===== config.mk =====
export PLATFORM = sky130hd
export DESIGN_NAME = wb_decoder
export DESIGN_NICKNAME = d
export VERILOG_FILES = /design/src/rtl/wb_decoder.sv
export SDC_FILE = /design/constraint.sdc
export NUM_CORES = 1
export LEC_CHECK = 0
export ABC_AREA = 1
export BUFFER_PORTS_ARGS = -buffer_cell sky130_fd_sc_hd__buf_2
export CORE_AREA = 2 2 214 216
export DETAILED_ROUTE_END_ITERATION = 12
export DIE_AREA = 0 0 216 218
export PLACE_DENSITY = 0.37
export SYNTH_ARGS = -nofsm -noshare
export SYNTH_HDL_FRONTEND = slang
export SYNTH_SLANG_ARGS = --single-unit

===== constraint.sdc =====
create_clock -name wb_clk_i -period 1.7 [get_ports wb_clk_i]
set_clock_uncertainty 0.2 [all_clocks]
set_input_delay 0.17 -clock wb_clk_i [delete_from_list [all_inputs] [get_ports wb_clk_i]]
set_output_delay 0.17 -clock wb_clk_i [all_outputs]
set_load 0.005 [all_outputs]

===== src/rtl/wb_decoder.sv =====
//------------------------------------------------------------------------------
// Module      : wb_decoder
// Description : Single-master to four-slave Wishbone address decoder.
//               Routes the arbitrated master bus to one of four slaves by
//               base/mask matching. The selection is held for the whole
//               cycle (CYC high). Unmapped accesses and hung slaves are
//               terminated by a decoder-generated ack (data 32'hFFFF_FFFF).
// Ports       : wb_clk_i / wb_rst_i      clock, async active-high reset
//               wbm_*_i / wbm_*_o        master-side bus
//               wbsN_*_o / wbsN_*_i      slave-side buses, N = 1..4
//               wbslave_o                current selection (0..3, 4 = none)
//               timeout_o                one-cycle pulse on abort
//               unmapped_o               one-cycle pulse per unmapped ack
// Revision    : 1.0 - initial release
//------------------------------------------------------------------------------
`default_nettype none

module wb_decoder #(
    parameter logic [31:0] S1_BASE = 32'h0000_0000,
    parameter logic [31:0] S1_MASK = 32'hF000_0000,
    parameter logic [31:0] S2_BASE = 32'h1000_0000,
    parameter logic [31:0] S2_MASK = 32'hF000_0000,
    parameter logic [31:0] S3_BASE = 32'h2000_0000,
    parameter logic [31:0] S3_MASK = 32'hF000_0000,
    parameter logic [31:0] S4_BASE = 32'h3000_0000,
    parameter logic [31:0] S4_MASK = 32'hF000_0000,
    parameter int unsigned TIMEOUT = 255,
    parameter int unsigned CNT_W   = 8
) (
    input  logic        wb_clk_i,
    input  logic        wb_rst_i,
    // master side
    input  logic [31:0] wbm_adr_i,
    input  logic [31:0] wbm_dat_i,
    input  logic        wbm_cyc_i,
    input  logic        wbm_stb_i,
    input  logic        wbm_we_i,
    input  logic [2:0]  wbm_cti_i,
    input  logic [1:0]  wbm_bte_i,
    input  logic [3:0]  wbm_sel_i,
    output logic [31:0] wbm_dat_o,
    output logic        wbm_ack_o,
    // slave 1
    output logic [31:0] wbs1_adr_o,
    output logic [31:0] wbs1_dat_o,
    output logic        wbs1_we_o,
    output logic [2:0]  wbs1_cti_o,
    output logic [1:0]  wbs1_bte_o,
    output logic [3:0]  wbs1_sel_o,
    output logic        wbs1_cyc_o,
    output logic        wbs1_stb_o,
    input  logic [31:0] wbs1_dat_i,
    input  logic        wbs1_ack_i,
    // slave 2
    output logic [31:0] wbs2_adr_o,
    output logic [31:0] wbs2_dat_o,
    output logic        wbs2_we_o,
    output logic [2:0]  wbs2_cti_o,
    output logic [1:0]  wbs2_bte_o,
    output logic [3:0]  wbs2_sel_o,
    output logic        wbs2_cyc_o,
    output logic        wbs2_stb_o,
    input  logic [31:0] wbs2_dat_i,
    input  logic        wbs2_ack_i,
    // slave 3
    output logic [31:0] wbs3_adr_o,
    output logic [31:0] wbs3_dat_o,
    output logic        wbs3_we_o,
    output logic [2:0]  wbs3_cti_o,
    output logic [1:0]  wbs3_bte_o,
    output logic [3:0]  wbs3_sel_o,
    output logic        wbs3_cyc_o,
    output logic        wbs3_stb_o,
    input  logic [31:0] wbs3_dat_i,
    input  logic        wbs3_ack_i,
    // slave 4
    output logic [31:0] wbs4_adr_o,
    output logic [31:0] wbs4_dat_o,
    output logic        wbs4_we_o,
    output logic [2:0]  wbs4_cti_o,
    output logic [1:0]  wbs4_bte_o,
    output logic [3:0]  wbs4_sel_o,
    output logic        wbs4_cyc_o,
    output logic        wbs4_stb_o,
    input  logic [31:0] wbs4_dat_i,
    input  logic        wbs4_ack_i,
    // status
    output logic [2:0]  wbslave_o,
    output logic        timeout_o,
    output logic        unmapped_o
);

    localparam logic [2:0]       c_SEL_NONE = 3'd4;
    localparam logic [CNT_W-1:0] c_TERM     = CNT_W'(TIMEOUT - 1);
    localparam logic [CNT_W-1:0] c_ONE      = CNT_W'(1);
    localparam logic [31:0]      c_ERR_DAT  = 32'hFFFF_FFFF;

    typedef enum logic [1:0] {
        ST_IDLE   = 2'd0,
        ST_ACTIVE = 2'd1,
        ST_ABORT  = 2'd2
    } state_t;

    state_t           r_state;
    state_t           w_state_nxt;
    logic [2:0]       r_sel_q;
    logic [CNT_W-1:0] r_cnt;
    logic             r_err_ack;
    logic             r_timeout;
    logic             r_unmapped;

    logic [31:0] w_base [4];
    logic [31:0] w_mask [4];
    logic [31:0] w_sdat [4];
    logic [3:0]  w_sack;
    logic [2:0]  w_dec;
    logic [2:0]  w_sel;
    logic        w_sel_valid;
    logic        w_route;
    logic [3:0]  w_cyc_vec;
    logic [3:0]  w_stb_vec;
    logic        w_sack_sel;
    logic        w_slv_ack;
    logic        w_cnt_inc;
    logic        w_timeout;
    logic        w_err_set;

    assign w_base[0] = S1_BASE;
    assign w_base[1] = S2_BASE;
    assign w_base[2] = S3_BASE;
    assign w_base[3] = S4_BASE;
    assign w_mask[0] = S1_MASK;
    assign w_mask[1] = S2_MASK;
    assign w_mask[2] = S3_MASK;
    assign w_mask[3] = S4_MASK;

    assign w_sdat[0] = wbs1_dat_i;
    assign w_sdat[1] = wbs2_dat_i;
    assign w_sdat[2] = wbs3_dat_i;
    assign w_sdat[3] = wbs4_dat_i;
    assign w_sack    = {wbs4_ack_i, wbs3_ack_i, wbs2_ack_i, wbs1_ack_i};

    // Scan from the highest slave down so the lowest-numbered match wins.
    always_comb begin
        w_dec = c_SEL_NONE;
        for (int i = 3; i >= 0; i--) begin
            if ((wbm_adr_i & w_mask[i]) == w_base[i]) begin
                w_dec = 3'(i);
            end
        end
    end

    // Live decode in IDLE gives zero-latency routing on the first beat;
    // afterwards the latched selection holds through address changes.
    assign w_sel       = (r_state == ST_IDLE) ? w_dec : r_sel_q;
    assign w_sel_valid = ~w_sel[2];
    assign w_route     = wbm_cyc_i & (r_state != ST_ABORT) & ~wb_rst_i;

    always_comb begin
        w_cyc_vec = 4'b0000;
        if (w_route && w_sel_valid) begin
            w_cyc_vec[w_sel[1:0]] = 1'b1;
        end
    end
    assign w_stb_vec = w_cyc_vec & {4{wbm_stb_i}};

    assign w_sack_sel = w_sel_valid & w_sack[w_sel[1:0]];
    assign w_slv_ack  = w_route & w_sack_sel;

    assign wbm_ack_o = r_err_ack | w_slv_ack;
    assign wbm_dat_o = r_err_ack   ? c_ERR_DAT :
                       w_sel_valid ? w_sdat[w_sel[1:0]] : 32'h0000_0000;

    // Count strobed cycles the selected slave leaves un-acked; an ack in the
    // terminal cycle suppresses the abort because it masks w_cnt_inc.
    assign w_cnt_inc = wbm_cyc_i & wbm_stb_i & w_sel_valid &
                       (r_state != ST_ABORT) & ~w_sack_sel;
    assign w_timeout = w_cnt_inc & (r_cnt == c_TERM);

    // The !r_err_ack term makes a held strobe receive one ack per two cycles,
    // i.e. exactly one ack per Wishbone classic strobe.
    assign w_err_set = wbm_cyc_i & wbm_stb_i & ~r_err_ack &
                       (~w_sel_valid | (r_state == ST_ABORT));

    always_comb begin
        w_state_nxt = r_state;
        case (r_state)
            ST_IDLE: begin
                if (wbm_cyc_i) begin
                    w_state_nxt = w_timeout ? ST_ABORT : ST_ACTIVE;
                end
            end
            ST_ACTIVE: begin
                if (!wbm_cyc_i) begin
                    w_state_nxt = ST_IDLE;
                end else if (w_timeout) begin
                    w_state_nxt = ST_ABORT;
                end
            end
            ST_ABORT: begin
                if (!wbm_cyc_i) begin
                    w_state_nxt = ST_IDLE;
                end
            end
            default: w_state_nxt = ST_IDLE;
        endcase
    end

    always_ff @(posedge wb_clk_i or posedge wb_rst_i) begin
        if (wb_rst_i) begin
            r_state    <= ST_IDLE;
            r_sel_q    <= c_SEL_NONE;
            r_cnt      <= '0;
            r_err_ack  <= 1'b0;
            r_timeout  <= 1'b0;
            r_unmapped <= 1'b0;
        end else begin
            r_state <= w_state_nxt;
            if (r_state == ST_IDLE && wbm_cyc_i) begin
                r_sel_q <= w_dec;
            end
            r_cnt      <= (w_cnt_inc && !w_timeout) ? (r_cnt + c_ONE) : '0;
            r_err_ack  <= w_err_set | w_timeout;
            r_timeout  <= w_timeout;
            r_unmapped <= w_err_set & ~w_sel_valid;
        end
    end

    assign wbslave_o  = w_sel;
    assign timeout_o  = r_timeout;
    assign unmapped_o = r_unmapped;

    // Broadcast copies of the master request.
    assign wbs1_adr_o = wbm_adr_i;
    assign wbs2_adr_o = wbm_adr_i;
    assign wbs3_adr_o = wbm_adr_i;
    assign wbs4_adr_o = wbm_adr_i;
    assign wbs1_dat_o = wbm_dat_i;
    assign wbs2_dat_o = wbm_dat_i;
    assign wbs3_dat_o = wbm_dat_i;
    assign wbs4_dat_o = wbm_dat_i;
    assign wbs1_we_o  = wbm_we_i;
    assign wbs2_we_o  = wbm_we_i;
    assign wbs3_we_o  = wbm_we_i;
    assign wbs4_we_o  = wbm_we_i;
    assign wbs1_cti_o = wbm_cti_i;
    assign wbs2_cti_o = wbm_cti_i;
    assign wbs3_cti_o = wbm_cti_i;
    assign wbs4_cti_o = wbm_cti_i;
    assign wbs1_bte_o = wbm_bte_i;
    assign wbs2_bte_o = wbm_bte_i;
    assign wbs3_bte_o = wbm_bte_i;
    assign wbs4_bte_o = wbm_bte_i;
    assign wbs1_sel_o = wbm_sel_i;
    assign wbs2_sel_o = wbm_sel_i;
    assign wbs3_sel_o = wbm_sel_i;
    assign wbs4_sel_o = wbm_sel_i;

    // Gated per-slave cycle/strobe.
    assign wbs1_cyc_o = w_cyc_vec[0];
    assign wbs2_cyc_o = w_cyc_vec[1];
    assign wbs3_cyc_o = w_cyc_vec[2];
    assign wbs4_cyc_o = w_cyc_vec[3];
    assign wbs1_stb_o = w_stb_vec[0];
    assign wbs2_stb_o = w_stb_vec[1];
    assign wbs3_stb_o = w_stb_vec[2];
    assign wbs4_stb_o = w_stb_vec[3];

endmodule

`default_nettype wire


# After elaboration in Yosys (flattened, before gate mapping)
# Cells that the tools add are included.
# totals
register_bits,16
latchBits,0
ram_bits,0
rom_bits,0
in_bits,210
word_cells,71
mem_count,0
# classes
n_addsub,1
mul,0
div_mod_pow,0
order_cmp,3
n_eq_ne,10
n_shift,0
mux,22
n_bitwise,21
n_reduce_logical,8
# ops
op,n
32-bit two-way mux,4
32-bit binary-select mux with 2-bit select,1
32-bit logical NOT,1
3-bit two-way mux,5
1-bit AND,12
2-bit two-way mux,5
8-bit by 1-bit adder with 8-bit output (second input constant),1
4-bit by 2-bit == test with 1-bit output (second input constant),2
8-bit == test (second input constant),1
8-bit two-way mux,1
2-bit inequality test (second input constant),3
2-bit one-hot mux with 3 select lines,1
4-bit AND,1
4-bit by 1-bit == test with 1-bit output (second input constant),1
1-bit logical AND,4
4-bit two-way mux,1
1-bit inverter,4
3-bit >= comparator (second input constant),1
2-bit by 3-bit < comparator with 1-bit output (second input constant),1
3-bit inequality test (second input constant),1
2-bit inverter with 3-bit output,1
1-bit OR,3
3-bit AND reduction,1
1-bit binary-select mux with 2-bit select,1
other kinds (7),8

# Longest topological paths before layout
# logic_depth
word_depth,15
ltp_mapped,12
mapped_depth_nobuf,11

# Worst setup path after synthesis
# Ideal clock, no wire load.
# synth_timing
kind,register -> output
from,register r_state[0]
to,output port wbs3_stb_o
arrival_ns,1.390
path_slack_ns,-0.060
stages_incl_launch_ff,10
cell_sequence,dfrtp_1 -> nor2_4 -> nand2_1 -> inv_2 -> nand2_1 -> o21ai_2 -> buf_6 -> buf_6 -> nand2_1 -> nor3_1
# synth_between
elab_chain_len,8
elab_cells_between_ends,14
# synth_rtl
element,line_no,text
start: declaration,104,state_t r_state;
start signal: assignment,218,r_state <= w_state_nxt;
2-bit logical NOT (*),155,assign w_sel = (r_state == ST_IDLE) ? w_dec : r_sel_q;
3-bit two-way mux (*),155,
via wbslave_o[1],88,"output logic [2:0] wbslave_o,"
2-bit by 3-bit < comparator with 1-bit output (not written as such) / 2-bit by 1-bit >= comparator with 1-bit output (equally long branches),162,w_cyc_vec[w_sel[1:0]] = 1'b1;
1-bit logical AND (not written as such),162,
1-bit two-way mux (not written as such),162,
1-bit demux with 2-bit select (*),162,
4-bit two-way mux (*),161,if (w_route && w_sel_valid) begin
4-bit AND (*),165,assign w_stb_vec = w_cyc_vec & {4{wbm_stb_i}};
end: declaration,73,"output logic wbs3_stb_o,"
# The timed path passes the listed nets; every way through them passes the cells marked *.

# Worst setup path in the final report
# layout_timing
from,register r_state[0]
to,output port wbm_dat_o[13]
# layout_between
elab_chain_len,8
# layout_rtl
element,line_no,text
2-bit logical NOT (*),155,
3-bit two-way mux (*),155,
2-bit inverter with 3-bit output (not written as such),172,w_sel_valid ? w_sdat[w_sel[1:0]] : 32'h0000_0000;
32-bit binary-select mux with 2-bit select,172,
32-bit two-way mux (not written as such) (2 in series),172,
32-bit two-way mux (*),172,
32-bit two-way mux (*),171,assign wbm_dat_o = r_err_ack ? c_ERR_DAT :
end: declaration,41,"output logic [31:0] wbm_dat_o,"
# Mark *: on every way between the ends. The rest lies on a longest branch, timed or not. The select of a mux whose other input is x is not followed.

==> results.yml <==
synthesis:
  synth.avg_cell_area_um2: 6.026
  yosys-top-cells-area: "buf_4 51%, nand2_1 24%, dfrtp_1 8.4%"
  ys_seq_area_share_pct: 9.019
  yosysTopAreaCell: "buf_4"
  async_flop_share_pct: 100.0
  synth_cells: 739
  ys_seq_elements: 16
  synth_top_area_share_pct: 50.74
  synthTopCellsByCount: "301 x buf_4, 284 x nand2_1, 43 x nand3_1"
  ys_warn_count: 0
  synthFlopType: "dfrtp_1"
  synth_area_um2: 4453
  syn_nets: 951
  yosysUniqueCellTypes: 26
  synth.most_common_cell: "buf_4"
  synth_edf_count: 0
clock_tree:
  cts_inserted_buffers: 3
  clk_path_buf_depth: 2
  cts_tree: "built"
  htree_levels: 1
  clock_sinks: 16
  cts_root_buf: "clkbuf_16"
  clock_latency_ps: 250
  path_clk_slew_ps: 50
placement:
  post-place-ws_ps: -458.3
  io_buffers: 201
  dp_hpwl_um: 15110
  dpl_cell_area_um2: 4289
  gp_congestion: 0.7778
flow_run:
  maxCapViolCount: 0
floorplanning:
  die_h_um: 218
  dieWidth_um: 216
  start_util_pct: 9.919
  die-area_um2: 47090
  num_rows: 78
  io_pins: 552
  core_area_um2: 44890
grt:
  grt_max_degree: 19
  grt_usage_pct: 7.523
  grt_pass1_vias: 3991
  grt_pass1_wl_um: 26150
  grt_overflow: 0
  antenna_found_initial: 1
sta:
  hold_violations: 0
  period_share_pct: 137.1
  drv_slew: 0
  fmax_mhz: 428.9
  grt_setup_unrepaired: "yes"
  maxSlewHeadroom_pct: 78.83
  period_minus_slack_ps: 2331
  final.setup.worst_slack_ps: -631.4
  setup_violations: 56
  tns_ps: -28080
  tightest_slew_ps: 316.4
power:
  p_leak_nw: 2.600
  power_per_cell_area_nw_per_um2: 443.9
  p_int_mw: 1.361
  switchingPower_mw: 0.8471
  clkPwrFrac_pct: 23.3
  seqPwrFrac_pct: 18.1
  power_mw: 2.208
  switching_share_pct: 38.36
  comb_power_share_pct: 58.7
  peakVddDrop_uv: 279.2
status:
  violations: "negative setup slack"
  status: "complete, but fails checks"
cells_and_area:
  fin_nets: 901
  areaGrowthSynthToFinish_pct: 11.72
  fillCellCount: 5311
  drive_gt1_share_pct: 47.82
  final_area_um2: 4975
setup_path:
  crit_path_cell_trace: "nor2_4, nand2_1, inv_2, nand2_2, o21ai_4, buf_12, buf_4, buf_4, nand2_1, nand3_1, nand2_1, nand2_1, buf_2"
  cp-endpoint: "wbm_dat_o[13]"
  r2r_slack_ps: -350
  endpoint_kind: "output pin"
  r2r-end: "r_cnt[0]"
  cp_common_cell: "nand2_1"
  cp.required_ps: 1330
  startpoint_type: "flip-flop"
  cp-startpoint: "r_state[0]"
  critPathBufInv: 5
  cp.depth: 13
  critPathKind: "reg -> out"
  rr_startpoint: "r_state[0]"
  crit_family: "simple AND/OR/NAND/NOR gates"
  rr_worst_depth: 12
  critPathArrivalTime_ps: 1960
  critPathSlowestCell: "dfrtp_1"
  slowest_delay_ps: 420
  cp_max_fo: 8
route:
  drt_iter0_drc: 152
  drt.antenna.violating_nets: 0
  wl_um: 19570
  drc: 0
  avgViaCountPerCell: 3.089
  vias: 3982
  wl_per_cell_um: 15.18
  first_pass_iters: 4
worst_hold_path:
  hold_class: "in -> reg"
==> worst reg2reg max path, cell delays in order (launching register included) <==
cell and delay (ps):
dfrtp_1 420, nor2_4 180, nand2_1 80, inv_2 80, buf_6 100, a21oi_2 30
buf_6 130, nor2_4 210, buf_6 140, nand2_4 50, nor2_4 140, nand2_4 120
nor2_1 110
==> timing repair <==
item	CTS	global route
hold endpoints to repair	15	0
hold buffers	1	0
gates cloned	4	2
pin swaps	12	14
gates resized for setup	35	52
buffers inserted	13	6
setup endpoints to repair	56	59
==> flip-flops by register name, summed over array words and instances (netlist names) <==
name,count
unmapped_o,1
r_state,2
timeout_o,1
r_err_ack,1
r_sel_q,3
r_cnt,8
==> final cells by class <==
| class | count | area, µm² | share of cell area [%] |
|---|---|---|---|
| sequential | 16 | 402.9 | 8.099 |
| clock buffer | 4 | 88.84 | 1.786 |
| timing repair buffer | 262 | 1803 | 36.24 |
| inverter | 25 | 111.4 | 2.238 |
| antenna | 1 | 2.502 | 0.05030 |
| multi-input combinational | 381 | 1815 | 36.49 |
| tap | 600 | 750.7 | 15.09 |
==> worst min path at each step <==
stage,start,endpoint,depth (start not counted)
2_1_floorplan,wb_rst_i,r_cnt[0],1
6_report,wbm_cyc_i,r_state[1],3
3_3_place_gp,wb_rst_i,unmapped_o,3
3_5_place_dp,wb_rst_i,unmapped_o,3
5_1_grt,wbm_cyc_i,r_state[1],3
4_1_cts,wbm_adr_i[28],r_sel_q[0],3
==> cell usage in the layout, fill, tap and decap left out, drive strengths merged <==
master       instances
dfrtp               15
inv                 24
dfstp                1
clkbuf               6
nand2              288
clkinv               1
diode                1
ha                   2
nor2                29
nor3                 6
a21oi                3
nand3               44
dlygate4sd3          1
o21ai                6
xnor2                2
buf                259
xor2                 1
==> metrics by stage <==
step / hold slack, ps / cells / utilization (%)
finish: 78.93 / 1289 / 11.08
global route: 111.7 / 1288 / 11.08
CTS: 57.44 / 1283 / 10.59
detailed placement: 47.74 / 1261 / 9.554
global placement: 44.75 / 1261 / 9.554
floorplan: -100.9 / 739 / -
==> cell families after synthesis <==
kind of cell	share of synthesized area, %
AO/OA/AOI/OAI	1.096
buffers and inverters	55.35
AND/OR/NAND/NOR	33.38
flip-flops	9.019
XOR/XNOR	0.5902
adder cells (fa/ha/maj)	0.5619
==> power by group through the flow <==
stage | combinational, mW | clock [mW] | sequential [mW]
after floorplan | 1.04 | 0 | 0.405
after global placement | 1.10 | 0 | 0.405
after detailed placement | 1.10 | 0 | 0.405
after CTS | 1.25 | 0.522 | 0.399
after global routing | 1.44 | 0.545 | 0.400
final | 1.30 | 0.514 | 0.399
==> layer usage <==
metal | wire length [µm] | track usage, %
met2 | 8325 | 11.76
met1 | 7595 | 8.517
met4 | 1427 | 5.183
met5 | 0 | 0
met3 | 2222 | 2.803
(Power assumes the default switching activity.)
